==> src/rtl/riscv_pkg.sv <==
// riscv_pkg: shared MEM-stage constants (XLEN, one-hot memory functs, FSM state encoding)
package riscv_pkg;
  localparam int XLEN = 32;
  localparam logic [7:0] FUNCT_MEM_LB  = 8'h01;
  localparam logic [7:0] FUNCT_MEM_LH  = 8'h02;
  localparam logic [7:0] FUNCT_MEM_LW  = 8'h04;
  localparam logic [7:0] FUNCT_MEM_LBU = 8'h08;
  localparam logic [7:0] FUNCT_MEM_LHU = 8'h10;
  localparam logic [7:0] FUNCT_MEM_SB  = 8'h20;
  localparam logic [7:0] FUNCT_MEM_SH  = 8'h40;
  localparam logic [7:0] FUNCT_MEM_SW  = 8'h80;
  typedef enum logic [1:0] {S_EMPTY, S_ACCESS, S_FULL} state_t;
endpackage

==> src/rtl/riscv_mem_align.sv <==
// riscv_mem_align: lane replication, byte enables, load extract/extend, misalign detect (i_funct/i_alo/i_wdata/i_rdata -> o_be/o_wdata/o_rdata/o_mis; o_mis live only with RISCV_MEM_MISALIGN_TRAP_EN)
module riscv_mem_align
  import riscv_pkg::*;
(
  input  logic [7:0]  i_funct,
  input  logic [1:0]  i_alo,
  input  logic [31:0] i_wdata,
  input  logic [31:0] i_rdata,
  output logic [3:0]  o_be,
  output logic [31:0] o_wdata,
  output logic [31:0] o_rdata,
  output logic        o_mis
);
  logic        w_byte, w_half;
  logic [1:0]  w_lane;
  logic [31:0] w_sh;
  always_comb begin
    w_byte  = |(i_funct & (FUNCT_MEM_LB | FUNCT_MEM_LBU | FUNCT_MEM_SB));
    w_half  = |(i_funct & (FUNCT_MEM_LH | FUNCT_MEM_LHU | FUNCT_MEM_SH));
    w_lane  = w_byte ? i_alo : w_half ? {i_alo[1], 1'b0} : 2'b00;
    o_be    = w_byte ? 4'b0001 << w_lane : w_half ? 4'b0011 << w_lane : 4'b1111;
    o_wdata = w_byte ? {4{i_wdata[7:0]}} : w_half ? {2{i_wdata[15:0]}} : i_wdata;
    w_sh    = i_rdata >> {w_lane, 3'b000};
    o_rdata = i_funct == FUNCT_MEM_LB  ? {{24{w_sh[7]}}, w_sh[7:0]} :
              i_funct == FUNCT_MEM_LBU ? {24'h0, w_sh[7:0]} :
              i_funct == FUNCT_MEM_LH  ? {{16{w_sh[15]}}, w_sh[15:0]} :
              i_funct == FUNCT_MEM_LHU ? {16'h0, w_sh[15:0]} : i_rdata;
`ifdef RISCV_MEM_MISALIGN_TRAP_EN
    o_mis   = (w_half && i_alo[0]) || (|(i_funct & (FUNCT_MEM_LW | FUNCT_MEM_SW)) && i_alo != 2'b00);
`else
    o_mis   = 1'b0;
`endif
  end
endmodule

==> src/rtl/riscv_mem.sv <==
// riscv_mem: MEM stage; EX bundle in (us_rdy/us_ack, ex_mem_*), single-outstanding data bus (dmem_*), WB bundle out (ds_rdy/ds_ack, wb_*); RISCV_MEM_MISALIGN_TRAP_EN turns misaligned accesses into wb_exc traps
module riscv_mem #(
  parameter int XLEN = 32,
  parameter int RD_W = 5
) (
  input  logic            clk,
  input  logic            rst,
  input  logic            us_rdy,
  output logic            us_ack,
  input  logic [XLEN-1:0] ex_mem_result,
  input  logic [7:0]      ex_mem_funct,
  input  logic [XLEN-1:0] ex_mem_wdata,
  input  logic [RD_W-1:0] ex_mem_rd,
  output logic            dmem_req,
  output logic            dmem_we,
  output logic [XLEN-1:0] dmem_addr,
  output logic [3:0]      dmem_be,
  output logic [XLEN-1:0] dmem_wdata,
  input  logic            dmem_ack,
  input  logic [XLEN-1:0] dmem_rdata,
  output logic            ds_rdy,
  input  logic            ds_ack,
  output logic [XLEN-1:0] wb_result,
  output logic [RD_W-1:0] wb_rd,
  output logic            wb_we,
  output logic            wb_exc
);
  import riscv_pkg::*;
  state_t          r_state, w_next;
  logic            w_acc, w_mis, w_direct;
  logic [7:0]      r_funct, w_funct;
  logic [1:0]      r_alo, w_alo;
  logic [RD_W-1:0] r_rd;
  logic [3:0]      w_be;
  logic [31:0]     w_wdata, w_rdata;
  assign w_funct = r_state == S_ACCESS ? r_funct : ex_mem_funct;
  assign w_alo   = r_state == S_ACCESS ? r_alo : ex_mem_result[1:0];
  riscv_mem_align u_align (
    .i_funct (w_funct),
    .i_alo   (w_alo),
    .i_wdata (ex_mem_wdata),
    .i_rdata (dmem_rdata),
    .o_be    (w_be),
    .o_wdata (w_wdata),
    .o_rdata (w_rdata),
    .o_mis   (w_mis)
  );
  assign us_ack   = r_state == S_EMPTY || (r_state == S_FULL && ds_ack);
  assign ds_rdy   = r_state == S_FULL;
  assign w_direct = ex_mem_funct == '0 || w_mis;
  always_comb begin
    w_acc  = us_rdy && us_ack;
    w_next = w_acc ? (w_direct ? S_FULL : S_ACCESS) :
             r_state == S_ACCESS && dmem_ack ? S_FULL :
             r_state == S_FULL && ds_ack ? S_EMPTY : r_state;
  end
  always_ff @(posedge clk) r_state <= rst ? S_EMPTY : w_next;
  always_ff @(posedge clk) begin
    if (rst) begin
      r_funct    <= '0;
      r_alo      <= '0;
      r_rd       <= '0;
      dmem_req   <= 1'b0;
      dmem_we    <= 1'b0;
      dmem_addr  <= '0;
      dmem_be    <= '0;
      dmem_wdata <= '0;
      wb_result  <= '0;
      wb_rd      <= '0;
      wb_we      <= 1'b0;
      wb_exc     <= 1'b0;
    end else if (w_acc) begin
      r_funct    <= ex_mem_funct;
      r_alo      <= ex_mem_result[1:0];
      r_rd       <= ex_mem_rd;
      dmem_req   <= !w_direct;
      dmem_we    <= |ex_mem_funct[7:5] && !w_mis;
      dmem_addr  <= {ex_mem_result[XLEN-1:2], 2'b00};
      dmem_be    <= w_be;
      dmem_wdata <= w_wdata;
      if (w_direct) begin
        wb_result <= ex_mem_result;
        wb_rd     <= ex_mem_rd;
        wb_we     <= ex_mem_rd != '0 && !w_mis;
        wb_exc    <= w_mis;
      end
    end else if (r_state == S_ACCESS && dmem_ack) begin
      dmem_req  <= 1'b0;
      wb_result <= w_rdata;
      wb_rd     <= r_rd;
      wb_we     <= |r_funct[4:0] && r_rd != '0;
      wb_exc    <= 1'b0;
    end
  end
endmodule

==> config.mk <==
export PLATFORM = sky130hd
export DESIGN_NAME = riscv_mem
export DESIGN_NICKNAME = d
export VERILOG_FILES = /design/src/rtl/riscv_pkg.sv /design/src/rtl/riscv_mem_align.sv /design/src/rtl/riscv_mem.sv
export SDC_FILE = /design/constraint.sdc
export NUM_CORES = 1
export LEC_CHECK = 0
export BUFFER_PORTS_ARGS = -buffer_cell sky130_fd_sc_hd__buf_2
export CELL_PAD_IN_SITES_DETAIL_PLACEMENT = 1
export CELL_PAD_IN_SITES_GLOBAL_PLACEMENT = 1
export CORE_ASPECT_RATIO = 1.25
export CORE_MARGIN = 2
export CORE_UTILIZATION = 32
export CTS_CLUSTER_DIAMETER = 100
export DETAILED_ROUTE_END_ITERATION = 8
export HOLD_SLACK_MARGIN = 0.02
export PLACE_DENSITY = 0.83
export SYNTH_ARGS = -nofsm -noshare
export SYNTH_HDL_FRONTEND = slang
export SYNTH_SLANG_ARGS = --single-unit
==> constraint.sdc <==
create_clock -name clk -period 2.5 [get_ports clk]
set_input_delay 0.125 -clock clk [delete_from_list [all_inputs] [get_ports clk]]
set_output_delay 0.125 -clock clk [all_outputs]
set_load 0.01 [all_outputs]
==> impl_metrics.toml, run 1 <==
[status]
status = "complete, no violations"

[power_and_ir_drop]
power_mw = 5.99
ir_worst_vdd_mv = 0.456
p_leak_nw = 3.91
powerDensity_mw_per_mm2 = 675

[worst_setup_path]
cp-startpoint = "r_funct[4]"
crit_buf_inv = 3
worstPathCellList = "or4b_4, o31ai_2, and3_4, nor2_8, inv_4, buf_12, mux2i_1, nand2_1, buf_4, a31oi_1"
path_delay_family = "simple AND/OR/NAND/NOR gates"
reg2reg_slack_ns = 0.06
cp.depth = 10
r2r_cells = 10
r2r_end = "wb_result[29]"
critical_path.max_fanout = 16
timing.rr.start = "r_funct[4]"
cpPeakStageDelay_ns = 0.55
endpoint_kind = "flip-flop"
crit_end = "wb_result[29]"
arrival_ns = 2.77
crit_required_ns = 2.83
critPathSlowestCell = "or4b_4"
critPathKind = "reg2reg"
startpoint_type = "flip-flop"

[sta]
fin_crit_sh_pct = 97.6
min_period_ns = 2.44
worstMarginPinSlew_ns = 0.492
hold-worst-slack_ns = 0.0612
setup_tns_ns = 0
hold_viol_final = 0
fin_skew_ns = 0.00942
setup_violations = 0
max-slew-margin-rel_pct = 66.7
slew_viol_final = 0
timing.fmax_mhz = 410

[detailed_routing]
first_pass_iters = 4
wirelength_mm = 25.3
via_per_inst = 5.35
drtIter0Drc = 327
wire_per_inst_um = 19.5
vias = 6960
drc = 0
postRouteAntennaNets = 0

[placement]
gp_congestion = 0.933
io_buffer_count = 221
hpwl_mm = 17.5
dp.cells = 1200

[synth]
synth-async-reset-ratio_pct = 0
ys_ff_latch = 123
syn_area_per_cell_um2 = 7.88
ys_dominant_reg_cell = "dfxtp_1"
synth_area_mm2 = 0.00604
ys_types = 60
yosysWarningCount = 0
ys_seq_area_share_pct = 40.8
synth_edf_count = 0
syn_inst = 766

[floorplanning]
coreArea_mm2 = 0.0186
pin_count = 225
num_rows = 56
dieWidth_um = 127
die-area_mm2 = 0.0200
initial_core_util_pct = 32.4
die_y_um = 158

[cells_and_area]
drive_above_1_share_pct = 30.8
final_common_cell = "buf_2"
final_util_pct = 47.6
nets = 1169
finalNonFillerCells = 1300
layout_common_cells = "buf_2, nand2_1, dfxtp_1, nor2_1, a21oi_1"
fillCellCount = 2280
syn2layout_area_growth_pct = 47.1

[run]
drv_cap = 0

[clock_network]
post-cts-setup-buffers = 0
clock-root-buffer = "clkbuf_16"
cts_max_level = 4
clock-sinks = 123
cts_tree = "yes"
clk_latency_ns = 0.42
tritoncts.num_buffers = 17
path_clk_slew_ns = 0.06
cts_buffer_depth = 2

[global_route]
overflow = 0
gr-usage-all-layers_pct = 25.1
antenna_found_initial = 1
grt_max_degree = 64
grt_pass1_wl_mm = 39.4
grt_pass1_vias = 7361

[min_path]
hold_path.class = "in2reg"
## cell families (layout without fill, tap and decap cells)
family | after synthesis | in the layout | share of synthesized area, %
AO/OA/AOI/OAI | 212 | 212 | 24.1
XOR/XNOR | 2 | 2 | 0.290
adder cells (fa/ha/maj) | 2 | 2 | 0.414
buffers and inverters | 71 | 369 | 5.39
flip-flops | 123 | 123 | 40.8
multiplexers | 34 | 34 | 6.03
other | 1 | 5 | 0.0621
AND/OR/NAND/NOR | 321 | 321 | 23.0
## through the flow
step	cell area, um^2	worst slack, ns
after floorplan	6050	0.148
after global placement	7590	0.102
after detailed placement	7590	0.0143
after CTS	8830	0.00468
after global routing	8880	-0.00422
final	8880	0.0602
## power breakdown
part	switching (mW)	internal, mW
clock network	0.934	1.49
logic	0.790	0.575
registers	0.0895	2.11
total	1.81	4.18
## what timing repair did
item	CTS	global route
endpoints found under the hold margin	67	0
endpoints found under the setup margin	6	32
hold buffers	66	0
gates resized for setup	1	11
## synth_stat cells, types with 2 or more instances
cell type,instances,area [um^2]
buf_1,8,30.0
dfxtp_1,123,2460
nand2_1,174,653
buf_4,6,45.0
o221ai_1,9,78.8
xnor2_1,2,17.5
ha_1,2,25.0
a211oi_1,18,135
buf_6,3,33.8
a21oi_2,2,17.5
nor3_1,20,100
o21ai_0,30,150
a221oi_2,4,60.1
or4_1,3,22.5
a221oi_1,9,78.8
mux2i_1,29,290
nor4_1,4,25.0
nand3_1,9,45.0
a311oi_1,19,166
or3_1,17,106
o21ai_2,2,17.5
a311oi_2,2,30.0
mux2_2,2,22.5
a21oi_1,74,370
nor2_1,78,293
a21o_1,2,15.0
o31ai_2,2,25.0
o22a_1,5,43.8
buf_2,9,45.0
nand2b_1,6,37.5
inv_1,6,22.5
a32oi_1,5,43.8
a31oi_1,16,100
clkbuf_1,37,139
a21boi_0,4,30.0
## sequential cells by signal, summed over array words and instances (netlist names)
register and flops:
dmem_wdata 32, wb_result 32, dmem_addr 30, r_funct 8, r_rd 5, wb_rd 5, dmem_be 4, r_alo 2
r_state 2, dmem_req 1, dmem_we 1, wb_we 1
## cell type report
class	count	area (um^2)	share of cell area, %
diodes	2	5.00	0.0564
clock buffers	21	450	5.07
clock inverters	11	121	1.37
inverters	8	32.5	0.366
multi-input cells	574	3320	37.4
flip-flops and latches	123	2460	27.8
well taps	232	290	3.27
repair buffers	329	2200	24.7
## metal layers
metal,track usage [%],part of all wire [%],vias to the layer above,wire length [um]
met2,46.0,51,243,13000
met1,27.6,40,3356,10000
li1,-,-,3307,-
met3,6.93,6.0,54,1520
met4,9.63,3.0,0,753
met5,0,0,-,0
## how the worst min path moves through the flow
stage	from	end	slack, ns	cells after the start
floorplan	ex_mem_funct[7]	r_funct[7]	0.26	2
global placement	ex_mem_result[24]	dmem_addr[24]	0.38	3
detailed placement	ex_mem_result[25]	dmem_addr[25]	0.39	3
CTS	dmem_rdata[29]	wb_result[29]	0.03	3
global route	dmem_rdata[29]	wb_result[29]	0.03	3
finish	dmem_rdata[29]	wb_result[29]	0.06	3
## tightest hold or removal path: stages
cell     delay, ns
buf_2         0.12
nand2_1       0.07
a31oi_1       0.12
Note: power is estimated with default switching activity, not from simulation.
==> run 2, diff against run 1 <==
- BUFFER_PORTS_ARGS: -buffer_cell sky130_fd_sc_hd__buf_2 -> -buffer_cell sky130_fd_sc_hd__buf_4
==> impl_metrics.toml, run 2 (same netlist as run 1, synthesis figures left out) <==
[detailed_routing]
drtIter0Drc = 403
wirelength_mm = 26.3
postRouteAntennaNets = 0
wire_per_inst_um = 20.1
vias = 7070
first_pass_iters = 4
via_per_inst = 5.41
drc = 0

[clock_network]
clock-sinks = 123
clock-root-buffer = "clkbuf_16"
clk_latency_ns = 0.42
path_clk_slew_ns = 0.06
cts_max_level = 4
tritoncts.num_buffers = 17
cts_buffer_depth = 2
cts_tree = "yes"

[worst_setup_path]
startpoint_type = "flip-flop"
endpoint_kind = "flip-flop"
crit_required_ns = 2.77
critical_path.max_fanout = 8
arrival_ns = 2.72
critPathKind = "reg2reg"

[cells_and_area]
drive_above_1_share_pct = 32.2
finalNonFillerCells = 1307
syn2layout_area_growth_pct = 59.4
layout_common_cells = "buf_4, nand2_1, dfxtp_1, nor2_1, a21oi_1"
final_common_cell = "buf_4"
reg_top3 = "dmem_wdata (32), wb_result (32), dmem_addr (30)"
nets = 1177

[sta]
max-slew-margin-rel_pct = 43.9
slew_viol_final = 0
hold_viol_final = 0
setup_tns_ns = 0
fin_skew_ns = 0.00780
min_period_ns = 2.45
setup_violations = 0
timing.fmax_mhz = 408
fin_crit_sh_pct = 98.1
worstMarginPinSlew_ns = 0.842

[global_route]
grt_max_degree = 73
grt_pass1_wl_mm = 39.8
gr-usage-all-layers_pct = 25.4
antenna_found_initial = 2
overflow = 0
grt_pass1_vias = 7411

[floorplanning]
num_rows = 56
initial_core_util_pct = 32.4
pin_count = 225
die-area_mm2 = 0.0200
die_y_um = 158
coreArea_mm2 = 0.0186
dieWidth_um = 127

[placement]
dp.cells = 1200
gp_congestion = 0.843
hpwl_mm = 17.5
io_buffer_count = 221

[min_path]
hold_path.class = "in2reg"

[run]
drv_cap = 0

[power_and_ir_drop]
powerDensity_mw_per_mm2 = 647
ir_worst_vdd_mv = 0.497
p_leak_nw = 4.10

[status]
status = "complete, no violations"
-- run 2: cell count changes in the layout (fill, tap and decap cells not counted), sizes merged --
cell / before / now
buf: 263 / 267
dlygate4sd3: 66 / 70
clkinv: 4 / 5
clkinvlp: 5 / 4
inv: 8 / 7
-- run 2: critical path: stages, from the launching register on --
cell,delay [ns]
dfxtp_2,0.34
buf_4,0.16
nor2b_1,0.16
buf_4,0.20
mux2i_2,0.12
buf_4,0.18
nor4_2,0.42
o31ai_2,0.14
buf_4,0.19
a221oi_1,0.31
a211oi_1,0.09
-- run 2: worst paths after layout --
check | startpoint | to | slack, ns | depth (start not counted)
worst max-delay path | r_state[1] | wb_result[2] | 0.05 | 10
worst max register to register | r_state[1] | wb_result[2] | 0.05 | 10
worst min-delay path | ex_mem_result[14] | dmem_addr[14] | 0.04 | 3
worst min register to register | dmem_addr[27] | dmem_addr[27] | 0.46 | 2
-- run 2: final cells by class --
| cell class | instances | area (um^2) |
|---|---|---|
| multi-input cells | 574 | 3420 |
| diodes | 2 | 5.00 |
| well taps | 232 | 290 |
| flip-flops and latches | 123 | 2460 |
| inverters | 8 | 35.0 |
| fillers | 2213 | 9010 |
| clock inverters | 10 | 118 |
| repair buffers | 337 | 2820 |
| clock buffers | 21 | 470 |
-- run 2: repair_timing --
item	CTS	global route
hold buffers	70	0
endpoints found under the setup margin	25	37
buffers inserted	1	2
gates cloned	0	1
gates resized for setup	6	28
pin swaps	0	3
endpoints found under the hold margin	66	0
-- run 2: metrics by stage --
step           hold WS (ns)  area, um^2  setup WS, ns  total power [mW]  utilization (%)
2_1_floorplan         0.261        6050         0.148              2.95                -
3_3_place_gp          0.386        8110       0.00303              3.58             43.5
3_5_place_dp          0.393        8110       -0.0704              3.62             43.5
4_1_cts              0.0287        9450      -0.00426              6.19             50.7
5_1_grt              0.0528        9630       -0.0104              6.49             51.6
6_report             0.0427        9630        0.0487              6.23             51.6
-- run 2: report_power, final --
group / switching [mW] / internal, mW / leakage (nW)
registers: 0.0944 / 2.11 / 1.01
logic: 0.830 / 0.719 / 2.81
clock network: 0.929 / 1.54 / 0.277
total: 1.85 / 4.37 / 4.10
-- run 2: metal layers --
| metal | vias up | global-route usage, % | part of all wire, % |
|---|---|---|---|
| met5 | - | 0 | 0 |
| met4 | 0 | 12.1 | 3.2 |
| met3 | 54 | 6.15 | 5.8 |
| met2 | 253 | 46.1 | 52 |
| met1 | 3444 | 27.7 | 39 |
| li1 | 3319 | - | - |
